===== config.mk =====
export PLATFORM = sky130hd
export DESIGN_NAME = j4a_phase_sequencer_flat
export DESIGN_NICKNAME = d
export VERILOG_FILES = /design/src/rtl/j4a_seq_pkg.sv /design/src/rtl/j4a_phase_sequencer_if.sv /design/src/rtl/j4a_wait_timer.sv /design/src/rtl/j4a_phase_sequencer.sv /design/src/flat_wrapper.sv
export SDC_FILE = /design/constraint.sdc
export NUM_CORES = 1
export LEC_CHECK = 0
export BUFFER_PORTS_ARGS = -buffer_cell sky130_fd_sc_hd__buf_2
export CORE_MARGIN = 2
export CORE_UTILIZATION = 57
export CTS_CLUSTER_SIZE = 25
export DETAILED_ROUTE_END_ITERATION = 6
export GPL_TIMING_DRIVEN = 0
export PLACE_DENSITY_LB_ADDON = 0.2
export SETUP_SLACK_MARGIN = 0.02
export SLEW_MARGIN = 20
export SYNTH_ARGS = -nofsm -noshare
export SYNTH_HDL_FRONTEND = slang
export SYNTH_SLANG_ARGS = --single-unit

===== constraint.sdc =====
create_clock -name clk -period 3.8 [get_ports clk]
set_input_delay 0.38 -clock clk [delete_from_list [all_inputs] [get_ports clk]]
set_output_delay 0.38 -clock clk [all_outputs]
set_load 0.01 [all_outputs]

===== src/rtl/j4a_seq_pkg.sv =====
// Shared state and phase encodings for the J4A phase sequencer.
// Latency: n/a (constants only).
// Backpressure: n/a.
package j4a_seq_pkg;

    typedef logic [1:0] state_t;
    typedef logic [1:0] phase_t;

    localparam state_t S_IDLE = 2'b00;
    localparam state_t S_RUN  = 2'b01;
    localparam state_t S_STEP = 2'b10;

    localparam phase_t T0 = 2'b00;  // fetch
    localparam phase_t T1 = 2'b01;  // decode
    localparam phase_t T2 = 2'b10;  // execute
    localparam phase_t T3 = 2'b11;  // writeback

    function automatic logic is_active(input state_t s);
        return s != S_IDLE;
    endfunction

endpackage


===== src/rtl/j4a_phase_sequencer_if.sv =====
// Control inputs and phase/status outputs of the J4A phase sequencer.
// Latency: n/a (wiring only).
// Backpressure: mem_ready stalls the fetch phase; nothing else pushes back.
interface j4a_phase_sequencer_if #(
    parameter int COUNT_W = 8
);
    logic               run;
    logic               step;
    logic               halt;
    logic               mem_ready;
    logic               halt_insn;
    logic               phase_a;
    logic               phase_b;
    logic               phase_en;
    logic               busy;
    logic               insn_done;
    logic               halted;
    logic               timeout;
    logic [COUNT_W-1:0] insn_count;

    modport master (
        output run, step, halt, mem_ready, halt_insn,
        input  phase_a, phase_b, phase_en, busy, insn_done, halted, timeout, insn_count
    );

    modport slave (
        input  run, step, halt, mem_ready, halt_insn,
        output phase_a, phase_b, phase_en, busy, insn_done, halted, timeout, insn_count
    );
endinterface


===== src/rtl/j4a_wait_timer.sv =====
// Counts fetch stall cycles; expired flags the count reaching WAIT_MAX.
// Latency: expired reflects the registered count (one cycle after count_en).
// Backpressure: none; clear wins over count_en.
module j4a_wait_timer #(
    parameter int WAIT_MAX = 15
) (
    input  logic clk,
    input  logic rst_n,
    input  logic count_en,
    input  logic clear,
    output logic expired
);
    localparam int W = (WAIT_MAX < 2) ? 1 : $clog2(WAIT_MAX + 1);

    logic [W-1:0] wait_cnt_q, wait_cnt_d;

    always_comb begin
        wait_cnt_d = wait_cnt_q;
        if (clear) begin
            wait_cnt_d = '0;
        end else if (count_en) begin
            wait_cnt_d = wait_cnt_q + W'(1);
        end
    end

    always_ff @(posedge clk) begin
        if (!rst_n) begin
            wait_cnt_q <= '0;
        end else begin
            wait_cnt_q <= wait_cnt_d;
        end
    end

    assign expired = (wait_cnt_q == W'(WAIT_MAX));

endmodule


===== src/rtl/j4a_phase_sequencer.sv =====
// Sequences T0..T3 instruction phases for the J4A 2-to-4 phase decoder.
// Latency: run/step at edge n gives phase_en with T0 after edge n; 4 cycles per zero-wait insn.
// Backpressure: mem_ready=0 holds T0 until data arrives or WAIT_MAX expires.
module j4a_phase_sequencer
    import j4a_seq_pkg::*;
#(
    parameter int COUNT_W  = 8,
    parameter int WAIT_MAX = 15
) (
    input logic                  clk,
    input logic                  rst_n,
    j4a_phase_sequencer_if.slave bus
);
    state_t             state_q, state_d;
    phase_t             ph_q, ph_d;
    logic               halt_pending_q, halt_pending_d;
    logic               hlt_seen_q, hlt_seen_d;
    logic               halted_q, halted_d;
    logic               timeout_q, timeout_d;
    logic [COUNT_W-1:0] count_q, count_d;

    logic wait_en;
    logic wait_clr;
    logic wait_expired;
    logic active;

    assign active = is_active(state_q);

    j4a_wait_timer #(
        .WAIT_MAX(WAIT_MAX)
    ) u_wait_timer (
        .clk     (clk),
        .rst_n   (rst_n),
        .count_en(wait_en),
        .clear   (wait_clr),
        .expired (wait_expired)
    );

    always_comb begin
        state_d        = state_q;
        ph_d           = ph_q;
        halt_pending_d = halt_pending_q;
        hlt_seen_d     = hlt_seen_q;
        halted_d       = halted_q;
        timeout_d      = timeout_q;
        count_d        = count_q;
        wait_en        = 1'b0;
        wait_clr       = 1'b0;

        if (!active) begin
            wait_clr = 1'b1;
            if (bus.run || bus.step) begin
                state_d   = bus.run ? S_RUN : S_STEP;
                ph_d      = T0;
                halted_d  = 1'b0;
                timeout_d = 1'b0;
            end
        end else begin
            if (bus.halt) begin
                halt_pending_d = 1'b1;
            end
            case (ph_q)
                T0: begin
                    if (bus.mem_ready) begin
                        ph_d     = T1;
                        wait_clr = 1'b1;
                    end else if (wait_expired) begin
                        // Abandon the fetch: instruction is not retired.
                        state_d        = S_IDLE;
                        ph_d           = T0;
                        timeout_d      = 1'b1;
                        halt_pending_d = 1'b0;
                        hlt_seen_d     = 1'b0;
                        wait_clr       = 1'b1;
                    end else begin
                        wait_en = 1'b1;
                    end
                end
                T1: ph_d = T2;
                T2: begin
                    ph_d = T3;
                    if (bus.halt_insn) begin
                        hlt_seen_d = 1'b1;
                    end
                end
                default: begin
                    ph_d           = T0;
                    count_d        = count_q + COUNT_W'(1);
                    halted_d       = hlt_seen_q;
                    halt_pending_d = 1'b0;
                    hlt_seen_d     = 1'b0;
                    // A halt pulse in this very T3 still stops here.
                    if ((state_q == S_STEP) || !bus.run || halt_pending_q ||
                        bus.halt || hlt_seen_q) begin
                        state_d = S_IDLE;
                    end else begin
                        state_d = S_RUN;
                    end
                end
            endcase
        end
    end

    always_ff @(posedge clk) begin
        if (!rst_n) begin
            state_q        <= S_IDLE;
            ph_q           <= T0;
            halt_pending_q <= 1'b0;
            hlt_seen_q     <= 1'b0;
            halted_q       <= 1'b0;
            timeout_q      <= 1'b0;
            count_q        <= '0;
        end else begin
            state_q        <= state_d;
            ph_q           <= ph_d;
            halt_pending_q <= halt_pending_d;
            hlt_seen_q     <= hlt_seen_d;
            halted_q       <= halted_d;
            timeout_q      <= timeout_d;
            count_q        <= count_d;
        end
    end

    assign bus.phase_a    = active & ph_q[1];
    assign bus.phase_b    = active & ph_q[0];
    assign bus.phase_en   = active;
    assign bus.busy       = active;
    assign bus.insn_done  = active & (ph_q == T3);
    assign bus.halted     = halted_q;
    assign bus.timeout    = timeout_q;
    assign bus.insn_count = count_q;

endmodule


===== src/flat_wrapper.sv =====
// flat-port wrapper written by rule: the top's interface ports become plain ports
module j4a_phase_sequencer_flat import j4a_seq_pkg::*;
#(
    parameter int COUNT_W  = 8,
    parameter int WAIT_MAX = 15
)
  (clk, rst_n, bus_run, bus_step, bus_halt, bus_mem_ready, bus_halt_insn, bus_phase_a, bus_phase_b, bus_phase_en, bus_busy, bus_insn_done, bus_halted, bus_timeout, bus_insn_count);
  j4a_phase_sequencer_if #(.COUNT_W(COUNT_W)) bus_i ();
  input logic clk;
  input logic rst_n;
  input wire logic [$bits(bus_i.run)-1:0] bus_run;
  input wire logic [$bits(bus_i.step)-1:0] bus_step;
  input wire logic [$bits(bus_i.halt)-1:0] bus_halt;
  input wire logic [$bits(bus_i.mem_ready)-1:0] bus_mem_ready;
  input wire logic [$bits(bus_i.halt_insn)-1:0] bus_halt_insn;
  output wire logic [$bits(bus_i.phase_a)-1:0] bus_phase_a;
  output wire logic [$bits(bus_i.phase_b)-1:0] bus_phase_b;
  output wire logic [$bits(bus_i.phase_en)-1:0] bus_phase_en;
  output wire logic [$bits(bus_i.busy)-1:0] bus_busy;
  output wire logic [$bits(bus_i.insn_done)-1:0] bus_insn_done;
  output wire logic [$bits(bus_i.halted)-1:0] bus_halted;
  output wire logic [$bits(bus_i.timeout)-1:0] bus_timeout;
  output wire logic [$bits(bus_i.insn_count)-1:0] bus_insn_count;
  assign bus_i.run = bus_run;
  assign bus_i.step = bus_step;
  assign bus_i.halt = bus_halt;
  assign bus_i.mem_ready = bus_mem_ready;
  assign bus_i.halt_insn = bus_halt_insn;
  assign bus_phase_a = bus_i.phase_a;
  assign bus_phase_b = bus_i.phase_b;
  assign bus_phase_en = bus_i.phase_en;
  assign bus_busy = bus_i.busy;
  assign bus_insn_done = bus_i.insn_done;
  assign bus_halted = bus_i.halted;
  assign bus_timeout = bus_i.timeout;
  assign bus_insn_count = bus_i.insn_count;
  j4a_phase_sequencer #(.COUNT_W(COUNT_W), .WAIT_MAX(WAIT_MAX)) u_core (.clk(clk), .rst_n(rst_n), .bus(bus_i));
endmodule

* Word-level counts from Yosys, hierarchy flattened
Index checks and enable logic that the tools add are counted.
** Cells by class
- Reduce and logical (&&, ||, !) cells :: 18
- $add $sub $neg :: 2
- Bitwise logic cells :: 6
- Muxes and demuxes :: 34
- Equal/unequal tests :: 16
** Operators by type and width (number)
- 1-bit two-way mux :: 22
- 2-bit two-way mux :: 8
- 2-bit inequality test (second input constant) :: 8
- 8-bit by 1-bit adder with 8-bit output (second input constant) :: 1
- 4-bit AND reduction :: 2
- 2-bit == test (second input constant) :: 3
- 3-bit inequality test (second input constant) :: 2
- 2-bit one-hot mux with 3 select lines :: 1
- 2-bit AND reduction :: 3
- 1-bit logical OR :: 5
- 5-bit AND reduction :: 1
- 4-bit by 1-bit adder with 4-bit output (second input constant) :: 1
- 4-bit == test (second input constant) :: 1
- 4-bit inequality test (second input constant) :: 1
- 2-bit one-hot mux with 2 select lines :: 1
- 2-bit nonzero test :: 2
- 2-bit OR reduction :: 2
- 1-bit bitwise AND :: 3
- 1-bit inverter :: 3
- 1-bit one-hot mux with 3 select lines :: 1
- 3-bit OR reduction :: 1
- 2-bit by 1-bit == test with 1-bit output (second input constant) :: 1
- 2-bit zero test :: 1
- 1-bit one-hot mux with 2 select lines :: 1
- 1-bit zero test :: 1
** Storage, ports and cells
- Register bits :: 20
- Output and inout bits :: 15
- Word-level logic and storage cells :: 84
- Input bits :: 7

* Logic depth before layout (Yosys ltp)
- Word-level depth :: 8
- Gate-level depth with buffers :: 5
- Gate-level depth less buffers :: 5

* Cells and area by module
Synthesis repeated with hierarchy kept, for this count alone.
** Second synthesis, totals
- Cell total of the unflattened synthesis :: 118
- Area, all modules :: 1021.0 sq um
** By module, submodules not included
- j4a_phase_sequencer :: seq. area each 320.3 sq um, times used 1, area an instance 832.0 sq um, cells each 100
- j4a_wait_timer :: seq. area each 80.1 sq um, times used 1, area an instance 188.9 sq um, cells each 18

* Worst setup path after synthesis
No wires, ideal clock.
- Path kind :: flip-flop to flip-flop
- Start point :: register u_core.ph_q[0]
- End point :: register u_core.ph_q[0]
- Required time :: 3.730 ns
- Stages on the path, launching flop included :: 6
- Slack :: 2.256 ns
- Setup time :: 0.070 ns
- Period minus slack after synthesis :: 1.544 ns
- Buffers on the path :: 0
- Data arrival time :: 1.474 ns
- Cells stage by stage :: dfxtp_1 inv_1 ha_1 nor2b_1 a2111oi_0 o2bb2ai_1
** On the way
- Longest elaborated chain between the ends :: 3
- Elaborated cells on any way between the ends :: 7
- Classes of those cells :: 3 x eq/ne; 2 x mux; 2 x reduce/logical
** RTL lines
- from (decl) :: line j4a_phase_sequencer.sv:15 : phase_t ph_q, ph_d;
- from (signal assigned) :: line j4a_phase_sequencer.sv:115 : ph_q <= ph_d;
- 2-bit == test, or another cell as far along :: line j4a_phase_sequencer.sv:62 : case (ph_q)
- 2-bit one-hot mux with 3 select lines / 4-bit inequality test (equally long branches)
- 2-bit two-way mux / 2-bit AND reduction (equally long branches)
Parallel ways exist; a longest one is shown, timed or not.
A chain may end at the register's enable or synchronous reset.

* Worst setup path in the final report
- Start point :: register u_core.state_q[0]
- End point :: output bus_phase_en
** On the way
- Longest elaborated chain between the ends :: 1
** RTL lines
- from (decl) :: line j4a_phase_sequencer.sv:14 : state_t state_q, state_d;
- from (signal assigned) :: line j4a_phase_sequencer.sv:114 : state_q <= state_d;
- 2-bit nonzero test :: line j4a_seq_pkg.sv:19 : return s != S_IDLE;
- to (decl) :: line flat_wrapper.sv:18 : output wire logic [$bits(bus_i.phase_en)-1:0] bus_phase_en;
No other way between the ends.

==> results.ini <==
[pwr]
p_leak_nw=0.515
pwr-share-seq_pct=53.4
p_sw_w=0.000120
pwr_density_cell_mw_per_mm2=335
pwr-share-comb_pct=16.9
finalPower_w=0.000420
ir_drop_mv=0.318
clkPwrFrac_pct=29.6
p_int_w=0.000300
sw_frac_of_total_pct=28.7

[clocking]
cts_max_path_buffers=2
path_clk_slew_ns=0.12
cts_tree=built
numCtsBuffers=3
post_cts_resized=0
ctsHoldBuffers=0
post-cts-setup-buffer-count=0
clk_latency_ns=0.30
cts_max_level=1
cts.sinks=20
clock-root-buffer=clkbuf_4

[grt]
grt_max_degree=12
grt.met3_usage_pct=3.77
grt_pass1_wl_microns=3660
grt_use_met2_pct=35.4
grt-busiest-layer=met2
overflow=0
grt_pass1_vias=854
met1_usage_pct=31.9
antenna_found_initial=0
grt.total_usage_pct=22.3

[sta]
fin_setup_tns_ns=0
finalHoldViolations=0
setup_viol=0
hold-worst-slack_ns=0.357
report.final.slew_viol_count=0
max_slew_margin_pct=67.1
rsz0062_at_grt=no
worst_slew_pin_slew_ns=0.489
max_freq_mhz=505
finClkSkew_ns=0.0109
post-route-period-util_pct=52.1
period_minus_slack_ns=1.98

[place]
place_hpwl_microns=1740
gp_congestion=0.864
io_buffer_count=20
dpl_cell_area_sq_mm=0.00122

[hold_path]
hp-class=in2reg
holdPathEnd=u_core.state_q[1]
hold_depth=3
hp-start=bus_step

[critical_path]
r2r_cells=5
cpMostUsedCell=buf_2
crit_chain=nor2_2 -> inv_1 -> buf_2 -> buf_4 -> buf_2
crit_family=buffers and inverters
crit_buf_inv=4
crit_required_ns=3.42
crit_type=reg2out
crit_path_max_incr_delay_ns=0.53
cp_max_fo=11
r2r_setup_slack_ns=2.04
r2r_start=u_core.ph_q[1]
arrival_ns=1.60
start_kind=register
crit_slowest_cell=dfxtp_1
reg2reg_to=u_core.ph_q[0]
cp-end-kind=output port

[synthesis]
seq_area_frac_synth_pct=36.8
yosys.area.top_type_share_pct=36.8
netlist_instances=126
synthTopCellsByCount=dfxtp_1 (20), a21oi_1 (14), nand2_1 (10)
post-synth-top-count-cell=dfxtp_1
synthArstFlopShare_pct=0
synthTopCellsByArea=dfxtp_1 (37%), ha_1 (8.1%), a21oi_1 (6.4%)
synth_largest_area_cell=dfxtp_1
ys_warn_count=0
syn_nets=140
synth_area_sq_mm=0.00109
syn_avg_cell_area_sq_um=8.63
synth_cell_types=39
synth-main-ff-cell=dfxtp_1
synth_edf_count=0
ys_ff_latch=20

[floorplanning]
die-width_microns=47.7
dieArea_sq_mm=0.00227
core_sq_mm=0.00176
num_io_pins=22
start_util_pct=61.6
die_h_microns=47.7
rows=15

[detailed_routing]
post-route-drc-count=0
first_iter_violations=23
wl_per_cell_microns=13.9
vias=1047
finalWirelength_microns=2430
postRouteAntennaNets=0
viasPerCell=5.98
drtPass1Iterations=4

[finish]
final_layout_size_suffix_gt1_share_pct=23.3
seq_area_sq_um=400
layout.nets=165
n_antenna_cell=0
postLayoutCellArea_sq_mm=0.00125
synthToLayoutAreaGrowth_pct=15.4
multi_input_comb_area_sq_um=636
nFillCells=158

[status]
status=completed

[run]
drv_cap=0

logic make-up after synthesis:
kind of cell             Yosys count  share of synthesized area (%)
buffers and inverters             12                           4.72
flip-flops                        20                           36.8
adder cells (fa/ha/maj)            7                           8.05
XOR/XNOR                           2                           1.61
AO/OA/AOI/OAI                     44                           28.0
AND/OR/NAND/NOR                   41                           20.8
cells in the final DEF, fill, tap and decap left out, drive strengths merged, types with 4 or more instances in the layout:
master and instances:
nor2 7, buf 23, nand2 10, a21oi 14
dfxtp 20, clkbuf 6, o21ai 7, ha 7
o31ai 5, inv 7, a31oi 4, nand3 4
power by group through the flow:
stage               Sequential, W  Clock [W]  Combinational (W)
finish                   0.000224   0.000124          0.0000711
global route             0.000225   0.000134          0.0000785
CTS                      0.000224   0.000127          0.0000707
detailed placement       0.000229          0          0.0000700
global placement         0.000229          0          0.0000682
floorplan                0.000227          0          0.0000495
registers in the layout, indices dropped and copies added, names as in the netlist:
signal                          flops
u_core.bus.insn_count               8
u_core.u_wait_timer.wait_cnt_q      4
u_core.ph_q                         2
u_core.state_q                      2
u_core.bus.halted                   1
u_core.bus.timeout                  1
u_core.halt_pending_q               1
u_core.hlt_seen_q                   1
metrics by stage:
stage,util [%],setup slack [ns],cells
after CTS,71.1,1.82,175
final,71.1,1.82,175
after floorplan,-,2.26,126
after global routing,71.1,1.73,175
after detailed placement,69.1,2.08,171
after global placement,69.1,2.09,171
area by class of cell:
class,count,area share [%]
timing repair buffer,20,7.98
inverter,7,2.09
clock buffer,4,2.89
multi-input combinational,94,50.6
tap,25,2.49
buffer,5,1.99
sequential,20,31.9
worst max path at each step:
stage                       from             end  slack, ns  depth (start not counted)
6_report       u_core.state_q[0]    bus_phase_en       1.82                          5
5_1_grt        u_core.state_q[0]    bus_phase_en       1.73                          5
4_1_cts        u_core.state_q[0]    bus_phase_en       1.82                          5
3_5_place_dp      u_core.ph_q[1]  u_core.ph_q[0]       2.08                          5
3_3_place_gp      u_core.ph_q[1]  u_core.ph_q[0]       2.09                          5
2_1_floorplan     u_core.ph_q[0]  u_core.ph_q[0]       2.26                          5
per-layer routing:
metal | vias to the layer above | routed length [microns] | share of wire [%]
met3 | 2 | 120 | 4.9
met1 | 491 | 1160 | 48
li1 | 523 | - | -
met4 | 0 | 15 | 0.62
met2 | 31 | 1130 | 47
met5 | - | 0 | 0
tightest hold or removal path, stage by stage:
cell and delay, ns:
buf_2 0.10, nand4b_1 0.08, o21ai_0 0.07
(Power assumes the default switching activity.)
